`src/rtl/pipe_stage_reg_pkg.sv`:
```
// Shared constants for the redirect pipeline stage registers: stage states,
// perf counter width, per-stage channel counts and the default reset value.
package pipe_pkg;

  typedef enum logic {
    ST_EMPTY = 1'b0,
    ST_FULL  = 1'b1
  } stage_state_t;

  localparam int unsigned PERF_CNT_W = 32;

  localparam int unsigned IF_ID_CH  = 4;
  localparam int unsigned ID_EX_CH  = 4;
  localparam int unsigned EX_MEM_CH = 4;
  localparam int unsigned MEM_WB_CH = 4;

  localparam logic [31:0] DEF_RESET_VAL = 32'h0000_0000;

endpackage

```
`src/rtl/pipe_stage_reg_if.sv`:
```
// Handshake/data bundle between a pipeline stage register and its neighbours.
// master = surrounding pipeline control, slave = the stage register itself.
interface pipe_stage_reg_if #(
  parameter int unsigned WIDTH    = 32,
  parameter int unsigned CHANNELS = 4
);
  import pipe_pkg::*;

  logic                          stall_in;
  logic                          flush_in;
  logic                          valid_in;
  logic [CHANNELS-1:0]           chan_we_in;
  logic [CHANNELS*WIDTH-1:0]     data_in;
  logic                          valid_out;
  logic [CHANNELS*WIDTH-1:0]     data_out;
  logic [PERF_CNT_W-1:0]         stall_cnt_out;
  logic [PERF_CNT_W-1:0]         kill_cnt_out;

  modport master (
    output stall_in, flush_in, valid_in, chan_we_in, data_in,
    input  valid_out, data_out, stall_cnt_out, kill_cnt_out
  );

  modport slave (
    input  stall_in, flush_in, valid_in, chan_we_in, data_in,
    output valid_out, data_out, stall_cnt_out, kill_cnt_out
  );
endinterface

```
`src/rtl/pipe_stage_reg_sat_counter.sv`:
```
// Saturating event counter with synchronous clear; sticks at all-ones.
module sat_counter
  import pipe_pkg::*;
#(
  parameter int unsigned W = PERF_CNT_W
) (
  input  logic         clk_in,
  input  logic         clr_in,
  input  logic         en_in,
  output logic [W-1:0] cnt_out
);

  logic [W-1:0] cnt_q;

  always_ff @(posedge clk_in) begin
    if (clr_in) begin
      cnt_q <= '0;
    end else if (en_in && (cnt_q != '1)) begin
      cnt_q <= cnt_q + W'(1);
    end
  end

  assign cnt_out = cnt_q;

endmodule

```
`src/rtl/pipe_stage_reg.sv`:
```
// Inter-stage pipeline register with stall, flush, bubble and per-channel load.
// Define PIPE_STAGE_PERF_EN to build the stall/kill saturating counters.
module pipe_stage_reg
  import pipe_pkg::*;
#(
  parameter int unsigned      WIDTH     = 32,
  parameter int unsigned      CHANNELS  = IF_ID_CH,
  parameter logic [WIDTH-1:0] RESET_VAL = WIDTH'(DEF_RESET_VAL)
) (
  input logic             clk_in,
  input logic             rst_in,
  pipe_stage_reg_if.slave bus
);

  stage_state_t state_q, state_d;
  logic         clear_all;

  always_comb begin
    state_d   = state_q;
    clear_all = 1'b0;
    if (bus.flush_in) begin
      state_d   = ST_EMPTY;
      clear_all = 1'b1;
    end else if (!bus.stall_in) begin
      state_d   = bus.valid_in ? ST_FULL : ST_EMPTY;
      clear_all = !bus.valid_in;
    end
  end

  always_ff @(posedge clk_in) begin
    if (rst_in) begin
      state_q <= ST_EMPTY;
    end else begin
      state_q <= state_d;
    end
  end

  assign bus.valid_out = (state_q == ST_FULL);

  for (genvar i = 0; i < CHANNELS; i++) begin : g_chan
    logic [WIDTH-1:0] ch_q;
    logic             ch_load;

    // Flush and bubble already cover the clear case, so a load needs no stall/valid recheck beyond this.
    assign ch_load = !bus.flush_in && !bus.stall_in && bus.valid_in && bus.chan_we_in[i];

    always_ff @(posedge clk_in) begin
      if (rst_in || clear_all) begin
        ch_q <= RESET_VAL;
      end else if (ch_load) begin
        ch_q <= bus.data_in[i*WIDTH +: WIDTH];
      end
    end

    assign bus.data_out[i*WIDTH +: WIDTH] = ch_q;
  end

`ifdef PIPE_STAGE_PERF_EN
  logic stall_evt;
  logic kill_evt;

  assign stall_evt = bus.stall_in && !bus.flush_in && bus.valid_out;
  assign kill_evt  = bus.flush_in && bus.valid_out;

  sat_counter #(.W(PERF_CNT_W)) u_stall_cnt (
    .clk_in (clk_in),
    .clr_in (rst_in),
    .en_in  (stall_evt),
    .cnt_out(bus.stall_cnt_out)
  );

  sat_counter #(.W(PERF_CNT_W)) u_kill_cnt (
    .clk_in (clk_in),
    .clr_in (rst_in),
    .en_in  (kill_evt),
    .cnt_out(bus.kill_cnt_out)
  );
`else
  assign bus.stall_cnt_out = '0;
  assign bus.kill_cnt_out  = '0;
`endif

endmodule
```
`src/flat_wrapper.sv`:
```
// flat-port wrapper written by rule: the top's interface ports become plain ports
module pipe_stage_reg_flat import pipe_pkg::*;
#(
  parameter int unsigned      WIDTH     = 32,
  parameter int unsigned      CHANNELS  = IF_ID_CH,
  parameter logic [WIDTH-1:0] RESET_VAL = WIDTH'(DEF_RESET_VAL)
)
  (clk_in, rst_in, bus_stall_in, bus_flush_in, bus_valid_in, bus_chan_we_in, bus_data_in, bus_valid_out, bus_data_out, bus_stall_cnt_out, bus_kill_cnt_out);
  pipe_stage_reg_if #(.WIDTH(WIDTH), .CHANNELS(CHANNELS)) bus_i ();
  input logic clk_in;
  input logic rst_in;
  input wire logic [$bits(bus_i.stall_in)-1:0] bus_stall_in;
  input wire logic [$bits(bus_i.flush_in)-1:0] bus_flush_in;
  input wire logic [$bits(bus_i.valid_in)-1:0] bus_valid_in;
  input wire logic [$bits(bus_i.chan_we_in)-1:0] bus_chan_we_in;
  input wire logic [$bits(bus_i.data_in)-1:0] bus_data_in;
  output wire logic [$bits(bus_i.valid_out)-1:0] bus_valid_out;
  output wire logic [$bits(bus_i.data_out)-1:0] bus_data_out;
  output wire logic [$bits(bus_i.stall_cnt_out)-1:0] bus_stall_cnt_out;
  output wire logic [$bits(bus_i.kill_cnt_out)-1:0] bus_kill_cnt_out;
  assign bus_i.stall_in = bus_stall_in;
  assign bus_i.flush_in = bus_flush_in;
  assign bus_i.valid_in = bus_valid_in;
  assign bus_i.chan_we_in = bus_chan_we_in;
  assign bus_i.data_in = bus_data_in;
  assign bus_valid_out = bus_i.valid_out;
  assign bus_data_out = bus_i.data_out;
  assign bus_stall_cnt_out = bus_i.stall_cnt_out;
  assign bus_kill_cnt_out = bus_i.kill_cnt_out;
  pipe_stage_reg #(.WIDTH(WIDTH), .CHANNELS(CHANNELS), .RESET_VAL(RESET_VAL)) u_core (.clk_in(clk_in), .rst_in(rst_in), .bus(bus_i));
endmodule
```
`config.mk`:
```
export PLATFORM = sky130hd
export DESIGN_NAME = pipe_stage_reg_flat
export DESIGN_NICKNAME = d
export VERILOG_FILES = /design/src/rtl/pipe_stage_reg_pkg.sv /design/src/rtl/pipe_stage_reg_if.sv /design/src/rtl/pipe_stage_reg_sat_counter.sv /design/src/rtl/pipe_stage_reg.sv /design/src/flat_wrapper.sv
export SDC_FILE = /design/constraint.sdc
export NUM_CORES = 1
export LEC_CHECK = 0
export BUFFER_PORTS_ARGS = -buffer_cell sky130_fd_sc_hd__buf_2
export CORE_MARGIN = 3
export CORE_UTILIZATION = 33
export DETAILED_ROUTE_END_ITERATION = 12
export PLACE_DENSITY = 0.72
export SYNTH_ARGS = -nofsm -noshare
export SYNTH_HDL_FRONTEND = slang
export SYNTH_SLANG_ARGS = --single-unit
```
`constraint.sdc`:
```
create_clock -name clk_in -period 1.2 [get_ports clk_in]
set_input_delay 0.12 -clock clk_in [delete_from_list [all_inputs] [get_ports clk_in]]
set_output_delay 0.12 -clock clk_in [all_outputs]
set_load 0.02 [all_outputs]
```
== After elaboration in Yosys (flattened, before gate mapping) ==
Index checks and enable logic that the tools add are counted.

* Flip-flop bits (word level): 129
* Input port bits: 137
* Word-level logic and storage cells: 19

* Mux-type cells: 3
* Reduce and logical (&&, ||, !) cells: 11

{| class="wikitable"
|+ Operators by type and width
! cell !! number
|-
| $logic_and 1x1->1 || 6
|-
| $logic_not 1->1 || 3
|-
| $mux 1 || 3
|-
| $reduce_or 2->1 || 1
|-
| $logic_or 1x1->1 || 1
|}

== Depth between registers and ports, before layout ==
* Depth after elaboration: 4
* Depth in mapped cells: 5

== Least setup slack after synthesis ==
Ideal clock, no wire load.

* Kind: input to register
* Start point: input port bus_valid_in
* End point: register u_core.g_chan[0].ch_q[10]
* Arrival: 0.779 ns
* Cell stages on the path: 4
* Path buffers: 2
* Path slack: 0.289 ns
* Path through: o21ai_1 buf_2 clkbuf_1 a21oi_1

* Longest elaborated chain between the ends: 4

{| class="wikitable"
|+ Ends and longest elaborated chain
! what !! line !! RTL
|-
| start: declaration || flat_wrapper.sv:14 || <nowiki>input wire logic [$bits(bus_i.valid_in)-1:0] bus_valid_in;</nowiki>
|-
| $logic_not 1->1 || pipe_stage_reg.sv:26 || <nowiki>clear_all = !bus.valid_in;</nowiki>
|-
| $mux 1 || pipe_stage_reg.sv:24 || <nowiki>end else if (!bus.stall_in) begin</nowiki>
|-
| $mux 1 || pipe_stage_reg.sv:21 || <nowiki>if (bus.flush_in) begin</nowiki>
|-
| $logic_or 1x1->1 || pipe_stage_reg.sv:48 || <nowiki>if (rst_in || clear_all) begin</nowiki>
|-
| end signal: assignment || pipe_stage_reg.sv:51 || <nowiki>ch_q <= bus.data_in[i*WIDTH +: WIDTH];</nowiki>
|-
| end: declaration || pipe_stage_reg.sv:41 || <nowiki>logic [WIDTH-1:0] ch_q;</nowiki>
|}

Parallel ways exist; a longest one is shown, timed or not.
A chain may end at the register's enable or synchronous reset.

== Worst setup path in the final report ==
* Start point: register u_core.g_chan[1].ch_q[20]
* End point: output port bus_data_out[52]

{| class="wikitable"
|+ RTL lines
! what !! line !! RTL
|-
| start: declaration || pipe_stage_reg.sv:41 ||
|-
| start signal: assignment || pipe_stage_reg.sv:51 ||
|-
| end: declaration || flat_wrapper.sv:18 || <nowiki>output wire logic [$bits(bus_i.data_out)-1:0] bus_data_out;</nowiki>
|}

No word-level cell between the ends.

==> metrics.txt <==
status finished clean; post-cts gate resize count 0; CP startpoint kind flip-flop; Yosys cell types 13; Die Y ~130 µm; YS warnings 0; RSZ-0062 raised after global routing no; Worst Skew 0 ns; root buffer cell clkbuf_16; hold depth 2; max_cap viols 0; post-CTS setup buffers 0; Hold Path Sink u_core.bus.valid_out; IO buf count 265; Final period util between 80% and 90%; row count 44; Largest delay share family, worst path flip-flops; H-tree levels 4; final wirelength ~17000 µm; hold crit path type input pin to flip-flop; main area contributors after synthesis dfxtp_1, nand2_1, a21oi_1, buf_4, buf_2; cells along the critical path buf_2; Core Region ~15000 µm²; NumNets Final around 1.2k; Reg2Reg Setup Slack approximately 0.5 ns; Pins Over Slew Limit 0; crit path DAT around 0.95 ns; worst r2r src u_core.g_chan[1].ch_q[22]; HPWL after detailed placement around 10000 µm; Worst Setup Slack, final around 0.13 ns; flops & latches, synth approximately 130; Synth area leader dfxtp_1; gpl congestion 0.752; Tot GR Track Use 19.5%; CTS tree done; Hold Violations, Final 0; Max Freq slightly above 0.9 GHz; I/O pins between 300 and 400; CTS buffer count 17; diode count 0; layout cells sized above 1 a little under a third; first-pass GRT wire length ~26000 µm; DR vias ~5.5k; grt ovf 0; Residual DRC 0; Mapped Cells around 640; Initial Util 34.2%; power density cells 1290 nW/µm²; Crit-path slowest cell dfxtp_1; worst setup path class flip-flop to output pin; Synth top area share about half; clock tree sinks about 130; Max VDD drop roughly 1.2 mV; Critical Path RT between 1 and 1.5 ns; number of global-route vias before repair between 5k and 6k; Crit Reg-Reg Endpoint u_core.g_chan[1].ch_q[22]; Seq/Total Area, Yosys between 50% and 60%; Critical Path Sink Type output pin; r2r worst-path depth 2; Fillers around 1.2k; ANT nets after route 0; WP buf/inv 1; Clock transition at path regs ~0.06 ns; per-cell routed wire length approximately 14 µm; Layout Cell Area excl Fill about 8300 µm²; cts hold-fix bufs roughly 130; Min-Delay Startpoint bus_stall_in; pre-CTS WS -0.0521 ns; initial antenna violation count 0; Mapped Area a little over 5000 µm²; drt pass-1 iters 4; die area roughly 17000 µm²; area grow syn2layout 65.1%; Setup-failing EPs final 0; Initial DRC Count 300; dpl cell area 6440 µm²; pin count of the biggest net entering global routing 33; slowest stage delay, CP approximately 0.36 ns; syn avg cell area 7.94 µm²; static leakage about 3.7 nW; routed vias/inst about 4.5; clock insertion delay at the later pin of the skew report just over 0.4 ns; CP max FO 2; CTS Buffer Depth 2; Final Critical Period 1.07 ns; chip width between 100 and 150 µm
-- worst reg2reg max path, cell delays in order, from the launching register on --
cell     delay, ns
dfxtp_1       0.36
nand2_1       0.08
a21oi_1       0.17
-- kinds of logic (layout without fill, tap and decap cells) --
kind of cell / count (synthesis) / count (layout) / share of synthesized area [%]
compound gates: 130 / 130 / 12.9
simple gates: 265 / 265 / 20.8
buf+inv: 111 / 448 / 15.1
other cells: 1 / 64 / 0.0743
flops: 129 / 129 / 51.1
-- cell usage in the layout (no fill, tap or decap), types with 4 or more instances in the layout --
cell type	n
a21oi_1	129
buf_12	10
buf_2	265
buf_4	12
clkbuf_16	17
clkinv_2	4
conb_1	64
dfxtp_1	129
dlygate4sd3_1	128
nand2_1	256
nand4bb_1	4
nor4bb_4	4
-- flip-flops by register name, summed over array words and instances, names as in the netlist --
name,cells
u_core.g_chan.ch_q,128
u_core.bus.valid_out,1
-- cells in the mapped netlist --
cell type,n
nand2_1,256
nor4bb_1,4
buf_6,6
nor2_1,1
clkbuf_1,3
conb_1,1
buf_4,70
a21oi_1,129
dfxtp_1,129
o21ai_1,1
buf_2,31
nand4bb_1,4
inv_1,1
-- metal layers --
layer  GRT usage [%]  share of wire [%]
met4            9.84                3.5
met5               0                  0
met3            5.81                7.1
met2            36.2                 54
met1            19.6                 36
-- worst max-delay path by stage --
stage / from / to / slack [ns] / cells past startpoint
finish: u_core.g_chan[1].ch_q[20] / bus_data_out[52] / 0.13 / 1
global route: u_core.g_chan[1].ch_q[14] / bus_data_out[46] / 0.09 / 1
CTS: u_core.g_chan[1].ch_q[20] / bus_data_out[52] / 0.10 / 1
detailed placement: bus_stall_in / u_core.g_chan[1].ch_q[25] / -0.05 / 5
global placement: bus_stall_in / u_core.g_chan[0].ch_q[30] / -0.01 / 5
floorplan: bus_valid_in / u_core.g_chan[0].ch_q[10] / 0.29 / 4
-- through the flow --
step / hold WS [ns] / setup TNS, ns / power [W] / utilization [%] / instances
after floorplan: 0.216 / 0 / 0.00499 / - / 699
after global placement: 0.358 / -0.0138 / 0.00521 / 43.7 / 1060
after detailed placement: 0.366 / -0.766 / 0.00521 / 43.7 / 1060
after CTS: 0.105 / 0 / 0.0109 / 56.5 / 1220
after global routing: 0.129 / 0 / 0.0112 / 56.5 / 1220
final: 0.125 / 0 / 0.0108 / 56.5 / 1220
-- area by class of cell --
type	instances	area [µm²]	area share, %
Clock buffer	19	453	5.43
Clock inverter	13	159	1.91
Inverter	1	3.75	0.0450
Multi-Input combinational cell	459	2010	24.1
Sequential cell	129	2580	31.0
Tap cell	184	230	2.76
Timing Repair Buffer	415	2900	34.8
-- where the power goes --
group | internal, W | leakage (nW) | total (W) | switching (W)
Sequential | 0.00431 | 1.04 | 0.00433 | 0.0000132
Clock | 0.00338 | 0.296 | 0.00530 | 0.00193
Combinational | 0.000567 | 2.40 | 0.00115 | 0.000581
Total | 0.00825 | 3.74 | 0.0108 | 0.00252
No activity file was read; power rests on OpenSTA's default activity.
